<file path="src/rtl/fetch_decode_q.sv">
// fetch_decode_q: in-order fetch over a valid/ready channel, prefetch
// queue, RV32I decode into the execute register, redirect and exceptions.
module fetch_decode_q #(
  parameter logic [31:0] RESETVEC = 32'h0000_0000,
  parameter int unsigned DEPTH    = 4
) (
  input  logic        clk,
  input  logic        resetb,
  output logic        imem_req_valid,
  input  logic        imem_req_ready,
  output logic [31:0] imem_addr,
  input  logic        imem_rsp_valid,
  input  logic [31:0] imem_rdata,
  input  logic        redir_valid,
  input  logic [31:0] redir_pc,
  input  logic        ex_ready,
  output logic        ex_valid,
  output logic [31:0] ex_pc,
  output logic [31:0] ex_imm,
  output logic [4:0]  ex_src1_sel,
  output logic [4:0]  ex_src2_sel,
  output logic [4:0]  ex_dst_sel,
  output logic [2:0]  ex_alu_op,
  output logic [10:0] ex_ctrl,
  output logic        exception,
  output logic [1:0]  exc_cause,
  output logic [31:0] exc_pc
);
  localparam int AW = $clog2(DEPTH);
  localparam int CW = AW + 1;
  localparam logic [CW:0] FULL = (CW+1)'(DEPTH);

  localparam logic [6:0] OP_LUI    = 7'b0110111;
  localparam logic [6:0] OP_AUIPC  = 7'b0010111;
  localparam logic [6:0] OP_JAL    = 7'b1101111;
  localparam logic [6:0] OP_JALR   = 7'b1100111;
  localparam logic [6:0] OP_BRANCH = 7'b1100011;
  localparam logic [6:0] OP_LOAD   = 7'b0000011;
  localparam logic [6:0] OP_STORE  = 7'b0100011;
  localparam logic [6:0] OP_ARITHI = 7'b0010011;
  localparam logic [6:0] OP_ARITH  = 7'b0110011;
  localparam logic [6:0] OP_FENCE  = 7'b0001111;
  localparam logic [6:0] OP_SYSTEM = 7'b1110011;

  logic [31:0]   fetch_pc, rsp_pc;
  logic [31:0]   q_pc   [DEPTH];
  logic [31:0]   q_inst [DEPTH];
  logic [AW-1:0] rd_ptr, wr_ptr;
  logic [CW-1:0] count, outstanding, drop, out_nxt;
  logic [CW:0]   inflight;
  logic          req_fire, push, can_load, load, illegal_hit;
  logic [31:0]   head_pc, head_inst;

  logic [6:0]  op;
  logic [2:0]  f3;
  logic        is_lui, is_auipc, is_jal, is_jalr, is_branch;
  logic        is_load, is_store, is_arithi, is_arith, is_fence, is_system;
  logic        legal, shift, sub, csr;
  logic [31:0] imm;
  logic [10:0] ctrl;

  assign inflight       = {1'b0, count} + {1'b0, outstanding};
  assign imem_req_valid = !exception && (inflight < FULL);
  assign imem_addr      = fetch_pc;
  assign req_fire       = imem_req_valid && imem_req_ready;
  assign out_nxt        = outstanding + CW'(req_fire) - CW'(imem_rsp_valid);
  assign push           = imem_rsp_valid && (drop == '0) &&
                          !exception && !redir_valid;

  assign head_pc   = q_pc[rd_ptr];
  assign head_inst = q_inst[rd_ptr];
  assign can_load  = (count != '0) && !exception && !redir_valid &&
                     (!ex_valid || ex_ready);
  assign load        = can_load && legal;
  assign illegal_hit = can_load && !legal;

  // Decode the queue head into immediate, control bits and legality.
  always_comb begin
    op        = head_inst[6:0];
    f3        = head_inst[14:12];
    is_lui    = op == OP_LUI;
    is_auipc  = op == OP_AUIPC;
    is_jal    = op == OP_JAL;
    is_jalr   = op == OP_JALR;
    is_branch = op == OP_BRANCH;
    is_load   = op == OP_LOAD;
    is_store  = op == OP_STORE;
    is_arithi = op == OP_ARITHI;
    is_arith  = op == OP_ARITH;
    is_fence  = op == OP_FENCE;
    is_system = op == OP_SYSTEM;
    legal = is_lui | is_auipc | is_jal | is_jalr | is_branch | is_load |
            is_store | is_arithi | is_arith | is_fence | is_system;
    shift = is_arithi && (f3 == 3'b001 || f3 == 3'b101);
    sub   = head_inst[30] && !(is_arithi && f3 == 3'b000);
    csr   = is_system && (head_inst[31:21] != '0);
    imm   = '0;
    unique case (1'b1)
      is_lui, is_auipc:
        imm = {head_inst[31:12], 12'b0};
      is_jal:
        imm = {{12{head_inst[31]}}, head_inst[19:12], head_inst[20],
               head_inst[30:21], 1'b0};
      is_branch:
        imm = {{20{head_inst[31]}}, head_inst[7], head_inst[30:25],
               head_inst[11:8], 1'b0};
      is_store:
        imm = {{20{head_inst[31]}}, head_inst[31:25], head_inst[11:7]};
      is_system:
        imm = {20'b0, head_inst[31:20]};
      shift:
        imm = {27'b0, head_inst[24:20]};
      is_jalr, is_load, (is_arithi && !shift):
        imm = {{20{head_inst[31]}}, head_inst[31:20]};
      default:
        imm = '0;
    endcase
    ctrl = {is_jalr | is_load | is_arithi, sub, is_store, is_load,
            is_arith | is_arithi, csr, is_lui, is_auipc, is_jal,
            is_jalr, is_branch};
  end

  // Queue storage; entries need no reset since count guards them.
  always_ff @(posedge clk) begin
    if (push) begin
      q_pc[wr_ptr]   <= rsp_pc;
      q_inst[wr_ptr] <= imem_rdata;
    end
  end

  // Fetch address, response tracking, squash counter and queue pointers.
  always_ff @(posedge clk or negedge resetb) begin
    if (!resetb) begin
      fetch_pc    <= RESETVEC;
      rsp_pc      <= RESETVEC;
      rd_ptr      <= '0;
      wr_ptr      <= '0;
      count       <= '0;
      outstanding <= '0;
      drop        <= '0;
    end else begin
      outstanding <= out_nxt;
      if (redir_valid) begin
        fetch_pc <= redir_pc;
        rsp_pc   <= redir_pc;
        drop     <= out_nxt;
        rd_ptr   <= '0;
        wr_ptr   <= '0;
        count    <= '0;
      end else begin
        if (req_fire)
          fetch_pc <= fetch_pc + 32'd4;
        if (imem_rsp_valid && drop != '0)
          drop <= drop - CW'(1);
        if (push) begin
          rsp_pc <= rsp_pc + 32'd4;
          wr_ptr <= wr_ptr + AW'(1);
        end
        if (load)
          rd_ptr <= rd_ptr + AW'(1);
        count <= count + CW'(push) - CW'(load);
      end
    end
  end

  // Execute register: load decoded head, or drain when consumed.
  always_ff @(posedge clk or negedge resetb) begin
    if (!resetb) begin
      ex_valid    <= 1'b0;
      ex_pc       <= RESETVEC;
      ex_imm      <= '0;
      ex_src1_sel <= '0;
      ex_src2_sel <= '0;
      ex_dst_sel  <= '0;
      ex_alu_op   <= '0;
      ex_ctrl     <= '0;
    end else if (redir_valid) begin
      ex_valid <= 1'b0;
    end else if (load) begin
      ex_valid    <= 1'b1;
      ex_pc       <= head_pc;
      ex_imm      <= imm;
      ex_src1_sel <= head_inst[19:15];
      ex_src2_sel <= head_inst[24:20];
      ex_dst_sel  <= head_inst[11:7];
      ex_alu_op   <= f3;
      ex_ctrl     <= ctrl;
    end else if (ex_ready) begin
      ex_valid <= 1'b0;
    end
  end

  // Sticky exception: first cause wins until reset.
  always_ff @(posedge clk or negedge resetb) begin
    if (!resetb) begin
      exception <= 1'b0;
      exc_cause <= '0;
      exc_pc    <= '0;
    end else if (!exception) begin
      if (redir_valid && redir_pc[1:0] != 2'b00) begin
        exception <= 1'b1;
        exc_cause <= 2'b10;
        exc_pc    <= redir_pc;
      end else if (illegal_hit) begin
        exception <= 1'b1;
        exc_cause <= 2'b01;
        exc_pc    <= head_pc;
      end
    end
  end

endmodule

</file>
<file path="config.mk">
export PLATFORM = sky130hd
export DESIGN_NAME = fetch_decode_q
export DESIGN_NICKNAME = d
export VERILOG_FILES = /design/src/rtl/fetch_decode_q.sv
export SDC_FILE = /design/constraint.sdc
export NUM_CORES = 1
export LEC_CHECK = 0
export ABC_AREA = 1
export CORE_ASPECT_RATIO = 0.6
export CORE_MARGIN = 4
export CORE_UTILIZATION = 45
export CTS_CLUSTER_DIAMETER = 40
export CTS_CLUSTER_SIZE = 12
export DETAILED_ROUTE_END_ITERATION = 7
export HOLD_SLACK_MARGIN = 0.1
export MAX_ROUTING_LAYER = met4
export PLACE_DENSITY = 0.79
export SLEW_MARGIN = 20
export SYNTH_ARGS = -nofsm -noshare
export SYNTH_HDL_FRONTEND = slang
export SYNTH_SLANG_ARGS = --single-unit
export TNS_END_PERCENT = 100
</file>
<file path="constraint.sdc">
create_clock -name clk -period 4.5 [get_ports clk]
set_input_delay 0.675 -clock clk [delete_from_list [all_inputs] [get_ports clk]]
set_output_delay 0.675 -clock clk [all_outputs]
set_load 0.03 [all_outputs]
</file>
==> flow_summary.html <==
<table>
<tr><th>Metric</th><th>Value</th></tr>
<tr><th colspan="2">Critical path</th></tr>
<tr><td>Top cell by count, worst path</td><td>sky130_fd_sc_hd__nand2_1</td></tr>
<tr><td>Start point of the critical path</td><td>rd_ptr[0]</td></tr>
<tr><td>RR Startpoint</td><td>rd_ptr[0]</td></tr>
<tr><td>Register-to-register setup slack</td><td>560 ps</td></tr>
<tr><td>Start-to-end type of the worst setup path</td><td>register to register</td></tr>
<tr><td>Required time reported for the critical path endpoint</td><td>4910 ps</td></tr>
<tr><td>Ordered list of cells on the worst path</td><td>clkinv_2 -&gt; nand3_1 -&gt; nand3_1 -&gt; nand2_1 -&gt; nor2_1 -&gt; nand2_1 -&gt; nand2_1 -&gt; nor2_2 -&gt; nand3_2 -&gt; nand2_4 -&gt; buf_4 -&gt; buf_4 -&gt; o21ai_0</td></tr>
<tr><td>CP arrival</td><td>between 4000 and 5000 ps</td></tr>
<tr><td>CP Max Fanout</td><td>74</td></tr>
<tr><td>Master of the slowest instance on the critical path</td><td>sky130_fd_sc_hd__buf_4</td></tr>
<tr><td>Delay of the slowest cell on the worst path</td><td>730 ps</td></tr>
<tr><td>Element type at the critical path start</td><td>register</td></tr>
<tr><td>Element type at the critical path end</td><td>register</td></tr>
<tr><th colspan="2">Clock tree</th></tr>
<tr><td>Clock tree from TritonCTS</td><td>built</td></tr>
<tr><td>TritonCTS sink count</td><td>462</td></tr>
<tr><td>CTS clock-pin slew for the worst setup and hold paths</td><td>50 ps</td></tr>
<tr><td>H-tree lvl count</td><td>2</td></tr>
<tr><td>Insertion delay of the later-clocked pin in the worst-skew pair</td><td>around 580 ps</td></tr>
<tr><td>Post-CTS Hold Fix Bufs</td><td>0</td></tr>
<tr><td>Number of setup buffers added after CTS</td><td>0</td></tr>
<tr><td>Clock tree buffer depth</td><td>3</td></tr>
<tr><td>Root cell of the clock tree</td><td>sky130_fd_sc_hd__clkbuf_16</td></tr>
<tr><td>Gates resized, CTS repair</td><td>0</td></tr>
<tr><td>Num CTS Buffers</td><td>52</td></tr>
<tr><th colspan="2">Finish</th></tr>
<tr><td>Multi-input gate area</td><td>6210 µm²</td></tr>
<tr><td>NumNets Final</td><td>roughly 2300</td></tr>
<tr><td>Post-route insts no fill</td><td>~2800</td></tr>
<tr><td>Most frequent cells in the layout</td><td>616 x sky130_fd_sc_hd__nand2_1, 256 x sky130_fd_sc_hd__edfxtp_1, 230 x sky130_fd_sc_hd__clkdlybuf4s50_1</td></tr>
<tr><td>Final Cell Area</td><td>about 24000 µm²</td></tr>
<tr><td>Ratio of cells with drive above 1 in the final layout</td><td>under 10%</td></tr>
<tr><td>Growth of design area from synthesis to finish</td><td>22.7%</td></tr>
<tr><td>Number of filler instances in the final layout</td><td>around 3600</td></tr>
<tr><td>Core Util, Final</td><td>56.2%</td></tr>
<tr><td>Most common cell after layout, fill and taps aside</td><td>sky130_fd_sc_hd__nand2_1</td></tr>
<tr><td>Total area of sequential cells</td><td>12800 µm²</td></tr>
<tr><th colspan="2">Placed design</th></tr>
<tr><td>Count of buffers inserted at the top-level ports</td><td>231</td></tr>
<tr><td>Post-DP Area</td><td>22800 µm²</td></tr>
<tr><td>Placer Congestion</td><td>0.957</td></tr>
<tr><td>Detail Placement HPWL</td><td>roughly 38000 µm</td></tr>
<tr><td>Pre-CTS worst setup slack</td><td>~650 ps</td></tr>
<tr><td>Placed instance count</td><td>2710</td></tr>
<tr><th colspan="2">Synthesis</th></tr>
<tr><td>Mapped Cells</td><td>1964</td></tr>
<tr><td>Post-synth EDFFs</td><td>256</td></tr>
<tr><td>Number of warnings issued by yosys</td><td>0</td></tr>
<tr><td>Avg Synthesized Cell Area</td><td>just over 10 µm²</td></tr>
<tr><td>Mapped Nets</td><td>2050</td></tr>
<tr><td>Async S/R FF share, synth</td><td>44.6%</td></tr>
<tr><td>Area share of the largest cell type after synthesis</td><td>38.6%</td></tr>
<tr><td>Top_reg_cell synth</td><td>sky130_fd_sc_hd__edfxtp_1</td></tr>
<tr><td>Part of the Yosys area used for sequential elements</td><td>between 60 and 70%</td></tr>
<tr><td>Cell taking the most area after synthesis</td><td>sky130_fd_sc_hd__edfxtp_1</td></tr>
<tr><td>Cells taking the most area after synthesis</td><td>sky130_fd_sc_hd__edfxtp_1 39%, sky130_fd_sc_hd__dfrtp_1 26%, sky130_fd_sc_hd__nand2_1 12%</td></tr>
<tr><td>Post-synthesis register bit count</td><td>462</td></tr>
<tr><td>Area of the mapped netlist</td><td>19900 µm²</td></tr>
<tr><td>Synth cell types</td><td>44</td></tr>
<tr><th colspan="2">Power and ir drop</th></tr>
<tr><td>Switching Share</td><td>23.1%</td></tr>
<tr><td>Combinational Power Share</td><td>~5.9%</td></tr>
<tr><td>Net switching power figure</td><td>approximately 2.2 mW</td></tr>
<tr><td>Areal power density over the cells</td><td>387 nW/µm²</td></tr>
<tr><td>Total power draw</td><td>9.47 mW</td></tr>
<tr><td>Clock share of power</td><td>44.6%</td></tr>
<tr><td>Internal power of the cells</td><td>roughly 7.3 mW</td></tr>
<tr><td>Leak</td><td>~10 nW</td></tr>
<tr><td>Portion of total power attributed to sequential cells</td><td>49.5%</td></tr>
<tr><td>Max rail drop VDD</td><td>282 µV</td></tr>
<tr><th colspan="2">Drt</th></tr>
<tr><td>Wire per inst</td><td>20.1 µm</td></tr>
<tr><td>Drt pass-1 iters</td><td>5</td></tr>
<tr><td>Post-route ant nets</td><td>0</td></tr>
<tr><td>Via density</td><td>5.53</td></tr>
<tr><td>Residual DRC</td><td>0</td></tr>
<tr><td>Starting DRC count in detailed routing</td><td>between 1500 and 2000</td></tr>
<tr><td>Routed vias</td><td>15500</td></tr>
<tr><td>Routed Wire Length</td><td>56400 µm</td></tr>
<tr><th colspan="2">Run status</th></tr>
<tr><td>Outcome</td><td>complete, no violations</td></tr>
<tr><th colspan="2">Die</th></tr>
<tr><td>Std-Cell Core Area</td><td>43600 µm²</td></tr>
<tr><td>Starting density of the core</td><td>45.8%</td></tr>
<tr><td>Die Outline Area</td><td>47800 µm²</td></tr>
<tr><td>Width of the chip</td><td>280 µm</td></tr>
<tr><td>Top Ports</td><td>232</td></tr>
<tr><td>Row count</td><td>around 60</td></tr>
<tr><td>Die height</td><td>171 µm</td></tr>
<tr><th colspan="2">Worst hold path</th></tr>
<tr><td>Classification of the worst-slack hold path</td><td>primary input to asynchronous set/reset pin</td></tr>
<tr><th colspan="2">GRT</th></tr>
<tr><td>Vias in the first global route</td><td>14900</td></tr>
<tr><td>Number of antenna violations at the first check in global routing</td><td>2</td></tr>
<tr><td>Largest net degree at the start of global routing</td><td>98</td></tr>
<tr><td>First-pass GRT wire length</td><td>~87000 µm</td></tr>
<tr><td>Leftover overflow at the end of global routing</td><td>0</td></tr>
<tr><td>Global-route usage over all layers</td><td>24.1%</td></tr>
<tr><th colspan="2">Timing</th></tr>
<tr><td>Measured slew at the worst slew-check pin</td><td>886 ps</td></tr>
<tr><td>Final-report max-slew violation count</td><td>0</td></tr>
<tr><td>Clock tree skew after final layout</td><td>40.5 ps</td></tr>
<tr><td>RSZ-0062 raised after global routing</td><td>false</td></tr>
<tr><td>Tightest hold margin</td><td>163 ps</td></tr>
<tr><td>Peak clock frequency supported by timing</td><td>approximately 0.25 GHz</td></tr>
<tr><td>PnR worst setup slack</td><td>559 ps</td></tr>
<tr><td>Min cycle time layout</td><td>just under 4000 ps</td></tr>
<tr><td>Final critical-path share of the clock period</td><td>approximately 88%</td></tr>
<tr><td>Final count of negative-setup-slack endpoints</td><td>0</td></tr>
<tr><td>Fin. Hold Viols</td><td>0</td></tr>
<tr><td>Worst slew margin relative to its limit</td><td>40.9%</td></tr>
<tr><td>Total negative setup slack</td><td>0 ps</td></tr>
<tr><th colspan="2">Job</th></tr>
<tr><td>Number of maximum-capacitance constraint violations</td><td>0</td></tr>
</table>
## power groups by stage
stage	Combinational [mW]	Sequential (mW)	Clock [mW]
final	0.557	4.69	4.22
after global routing	0.614	4.70	4.49
after CTS	0.551	4.69	4.29
after detailed placement	0.548	4.77	0
after global placement	0.530	4.76	0
after floorplan	0.247	4.79	0
## metal layers
metal	global-route usage [%]	share of wire (%)	up-vias
met4	6.45	2.6	0
met2	35.8	45	753
li1	-	-	7121
met1	34.0	44	7560
met3	5.03	8.7	108
met5	-	0	-
## registers in the layout, summed over array words and instances (netlist names), 11 cells and up
name and cells:
q_pc 128, q_inst 128, imem_addr 32, ex_ctrl 11, ex_imm 32, rsp_pc 32
exc_pc 32, ex_pc 32
## critical path: cells and delay by family (launching register included)
family | cells | cell delay [ps]
flip-flops | 1 | 650
AND/OR/NAND/NOR | 9 | 1220
AO/OA/AOI/OAI | 1 | 220
buffers and inverters | 3 | 1620
## final timing paths
path	depth (start not counted)	endpoint
setup / recovery	13	ex_pc[12]
hold / removal	1	imem_addr[30]
setup reg to reg	13	ex_pc[12]
hold reg to reg	2	exc_pc[29]
max in group asynchronous	2	rd_ptr[0]
min in group clk	2	exc_pc[29]
## Yosys cell counts, types with 2 or more instances
master,count
sky130_fd_sc_hd__buf_4,5
sky130_fd_sc_hd__nor2_1,136
sky130_fd_sc_hd__buf_6,12
sky130_fd_sc_hd__dfrtp_1,206
sky130_fd_sc_hd__buf_2,16
sky130_fd_sc_hd__o21ai_1,13
sky130_fd_sc_hd__o211ai_1,26
sky130_fd_sc_hd__ha_1,14
sky130_fd_sc_hd__inv_1,109
sky130_fd_sc_hd__edfxtp_1,256
sky130_fd_sc_hd__fa_1,2
sky130_fd_sc_hd__and2_1,2
sky130_fd_sc_hd__nand3_2,3
sky130_fd_sc_hd__o21ai_0,162
sky130_fd_sc_hd__xnor2_1,7
sky130_fd_sc_hd__nand2_2,3
sky130_fd_sc_hd__o221ai_1,13
sky130_fd_sc_hd__a31oi_1,3
sky130_fd_sc_hd__buf_1,6
sky130_fd_sc_hd__nor2_2,5
sky130_fd_sc_hd__inv_2,4
sky130_fd_sc_hd__o22ai_1,43
sky130_fd_sc_hd__a32oi_1,9
sky130_fd_sc_hd__clkbuf_1,53
sky130_fd_sc_hd__nand4_1,11
sky130_fd_sc_hd__xor2_1,36
sky130_fd_sc_hd__a21oi_1,27
sky130_fd_sc_hd__nand2_1,616
sky130_fd_sc_hd__a32o_1,8
sky130_fd_sc_hd__or2_2,2
sky130_fd_sc_hd__nor3_1,25
sky130_fd_sc_hd__nand3_1,114
sky130_fd_sc_hd__nand2_4,3
sky130_fd_sc_hd__nor4_1,4
## cells by family after synthesis
kind of cell             synth area share (%)
AND/OR/NAND/NOR                          19.0
flip-flops                               64.4
AO/OA/AOI/OAI                            9.02
buffers and inverters                    4.60
XOR/XNOR                                 1.89
adder cells (fa/ha/maj)                  1.08
## layout make-up
class                           instances  share of cell area, %
Sequential cell                       462                   52.5
Multi-Input combinational cell       1295                   25.4
Timing Repair Buffer                  260                   10.4
Clock buffer                           78                   5.97
Tap cell                              579                   2.96
Inverter                              114                   1.75
Clock inverter                         19                  0.992
Antenna cell                            2                 0.0205
(Power assumes the default switching activity.)
==> edit, RTL diff (same flow settings) <==
`DEPTH`: 4 -> 2.
--- a/src/rtl/fetch_decode_q.sv
+++ b/src/rtl/fetch_decode_q.sv
@@ -2,7 +2,7 @@
 // queue, RV32I decode into the execute register, redirect and exceptions.
 module fetch_decode_q #(
   parameter logic [31:0] RESETVEC = 32'h0000_0000,
-  parameter int unsigned DEPTH    = 4
+  parameter int unsigned DEPTH    = 2
 ) (
   input  logic        clk,
   input  logic        resetb,
Check against the original RTL: not equivalent (Yosys sat finds a counterexample within 4 cycles, from zero or initial values and one cycle with resetb low).
==> edit against the original RTL <==
Hold slack improved by 12 ps. Sequential power fell by 30%. Power shrank 28%. Combinational power is 8.6% lower. Sequential cell count decreased by 133. Critical path depth fell by 3. Routed wire length fell by 20%. Sequential share of layout area is 5.3 points lower. Design area is 23% lower. Clock power down 28%. Setup slack gained 450 ps. Synthesized area fell by 26%. Critical path type unchanged. Critical endpoint is now imem_addr[18]$_DFFE_PN0N_.
==> edit: results (changes against the original RTL) <==
The synthesized instance count is 1628 (-17%). In the synthesized netlist, the cells that appear most often are nand2_1, dfrtp_1, edfxtp_1. The count of routing violations after the opening detailed-route iteration is 1380 (-26%). The slew at the pin with the worst max-slew slack came out at 917 ps (+30.8 ps). The final worst clock skew came to 12.8 ps (-27.7 ps).

The largest registers in the layout are q_inst (64), q_pc (64). The post-detailed-route via-to-cell ratio came to 5.39 (-2.5%). The peak supply drop is 295 uV (+4.4%). The largest fanout of any net on the critical path is 19 (-74%).

The met1 track demand over resource is 37.0% (+3.0 points). Among cell families on the critical path, the largest total delay comes from simple AND/OR/NAND/NOR gates. The cell total after placement came out at 2238 (-17%). The power per standard cell area is 365 nW/um^2 (-5.8%). The number of enable flip-flop cells after synthesis was 128 (-50%). The later-pin clock latency in the skew report is 540 ps (-40 ps). The via count of the first global-routing pass came out at 11930 (-20%).

The part of the total power dissipated in sequential elements is 48.1% (-1.4 points). The number of antenna violations at the first check in global routing is 3 (+1). The net total in the final layout is 1932 (-15%). The final-layout fill cell count is 2708 (-25%). The met3 track demand over resource in global routing is 6.88% (+1.9 points). The number of buffers inserted during clock tree synthesis is 38 (-27%). The flip-flop cell with the highest count after synthesis is dfrtp_1.

The clock distribution power came to 3.05 mW (-28%). The standard cell area after detailed placement is 17500 um^2 (-23%). The number of distinct library cell variants in the gate-level netlist after synthesis came to 44 (unchanged). The synthesized-area fraction occupied by adder cells came out at 0.726% (-0.35 points).

The global routing met2 resource utilization was 35.3% (-0.52 points). The number of nets produced by synthesis is 1706 (-17%). The run finished with clean final reports.

The non-filler instance count after layout is 2311 (-18%). The total track usage came to 25.5% (+1.4 points). The slowest cell on the critical path is nor2_2.

The detailed-routing iteration count for the pre-antenna-repair pass is 6 (+1). The pin count of the biggest net entering global routing came to 86 (-12%). The xor-xnor portion of the synthesized cell area is 2.60% (+0.71 points). The data arrival time of the worst path came to 3950 ps (-400 ps). The share of total power consumed by net switching is 24.1% (+0.98 points). The global placement routability congestion came out at 0.971 (+1.4%).

By area the synthesized netlist is led by dfrtp_1, edfxtp_1, nand2_1. The cell leakage power came to 8.45 nW (-17%). The mux contribution to synthesized area came out at 0.203% (+0.20 points). The number of warnings issued by yosys came out at 0 (unchanged). The placement-stage worst setup slack is 899 ps (+247 ps). The proportion of synthesized flip-flops having asynchronous set or reset is 61.1% (+17 points). The post-detailed-placement half-perimeter wirelength was 32.6 mm (-15%). The average wire length per cell after detail routing is 19.5 um (-2.9%). The routed wire length on met2 is 18.8 mm (-25%).

The amount of wire on met3 after detailed routing was 4.76 mm (-2.5%). The wire length of the first global-routing pass is 69.4 mm (-20%). The post-CTS clock slew at the launch and capture registers of the worst setup and hold paths came out at 60 ps. The share of the yosys chip area belonging to registers is 59.9% (-4.5 points).

The ratio of cells with drive above 1 in the final layout is 5.79% (-0.18 points). The post-route standard cell area excluding fillers came out at 18800 um^2 (-23%).
## edit: cell types whose count changed in the layout (fill, tap and decap cells not counted), moves of 9 or more
cell / unedited run / this run
o21ai_0: 162 / 73
nand2_1: 616 / 661
edfxtp_1: 256 / 128
a21oi_1: 27 / 7
nor2_1: 131 / 71
buf_4: 28 / 17
o22ai_1: 43 / 0
clkbuf_16: 54 / 43
a32oi_1: 9 / 0
## edit: path summary, 6_finish.rpt
| path | from | endpoint | slack [ps] | depth (start not counted) |
|---|---|---|---|---|
| worst max register to register | count[0]$_DFF_PN0_ | imem_addr[18]$_DFFE_PN0N_ | 1010 | 10 |
| min in group clk | ex_src1_sel[1]$_DFFE_PN0P_ | ex_src1_sel[1]$_DFFE_PN0P_ | 480 | 2 |
| worst max-delay path | count[0]$_DFF_PN0_ | imem_addr[18]$_DFFE_PN0N_ | 1010 | 10 |
| worst min-delay path | resetb | ex_imm[6]$_DFFE_PN0P_ | 170 | 1 |
| worst min register to register | ex_src1_sel[1]$_DFFE_PN0P_ | ex_src1_sel[1]$_DFFE_PN0P_ | 480 | 2 |
| max in group asynchronous | resetb | rd_ptr$_DFFE_PN0P_ | 3310 | 2 |
## edit: layout make-up
cell class                      instances  share of cell area [%]
Multi-Input combinational cell       1120                    27.7
Antenna cell                            3                  0.0400
Timing Repair Buffer                  251                    13.3
Inverter                              114                    2.29
Tap cell                              424                    2.82
Clock buffer                           61                    6.25
Sequential cell                       329                    47.2
Clock inverter                          9                   0.360
## edit: kinds of logic after synthesis
logic type / Yosys count
AOI/OAI and AO/OA: 156
DFF: 329
muxes: 3
adders and majority gates: 8
xor gates and xnor gates: 44
buffers and inverters: 179
and+or+nand+nor: 909
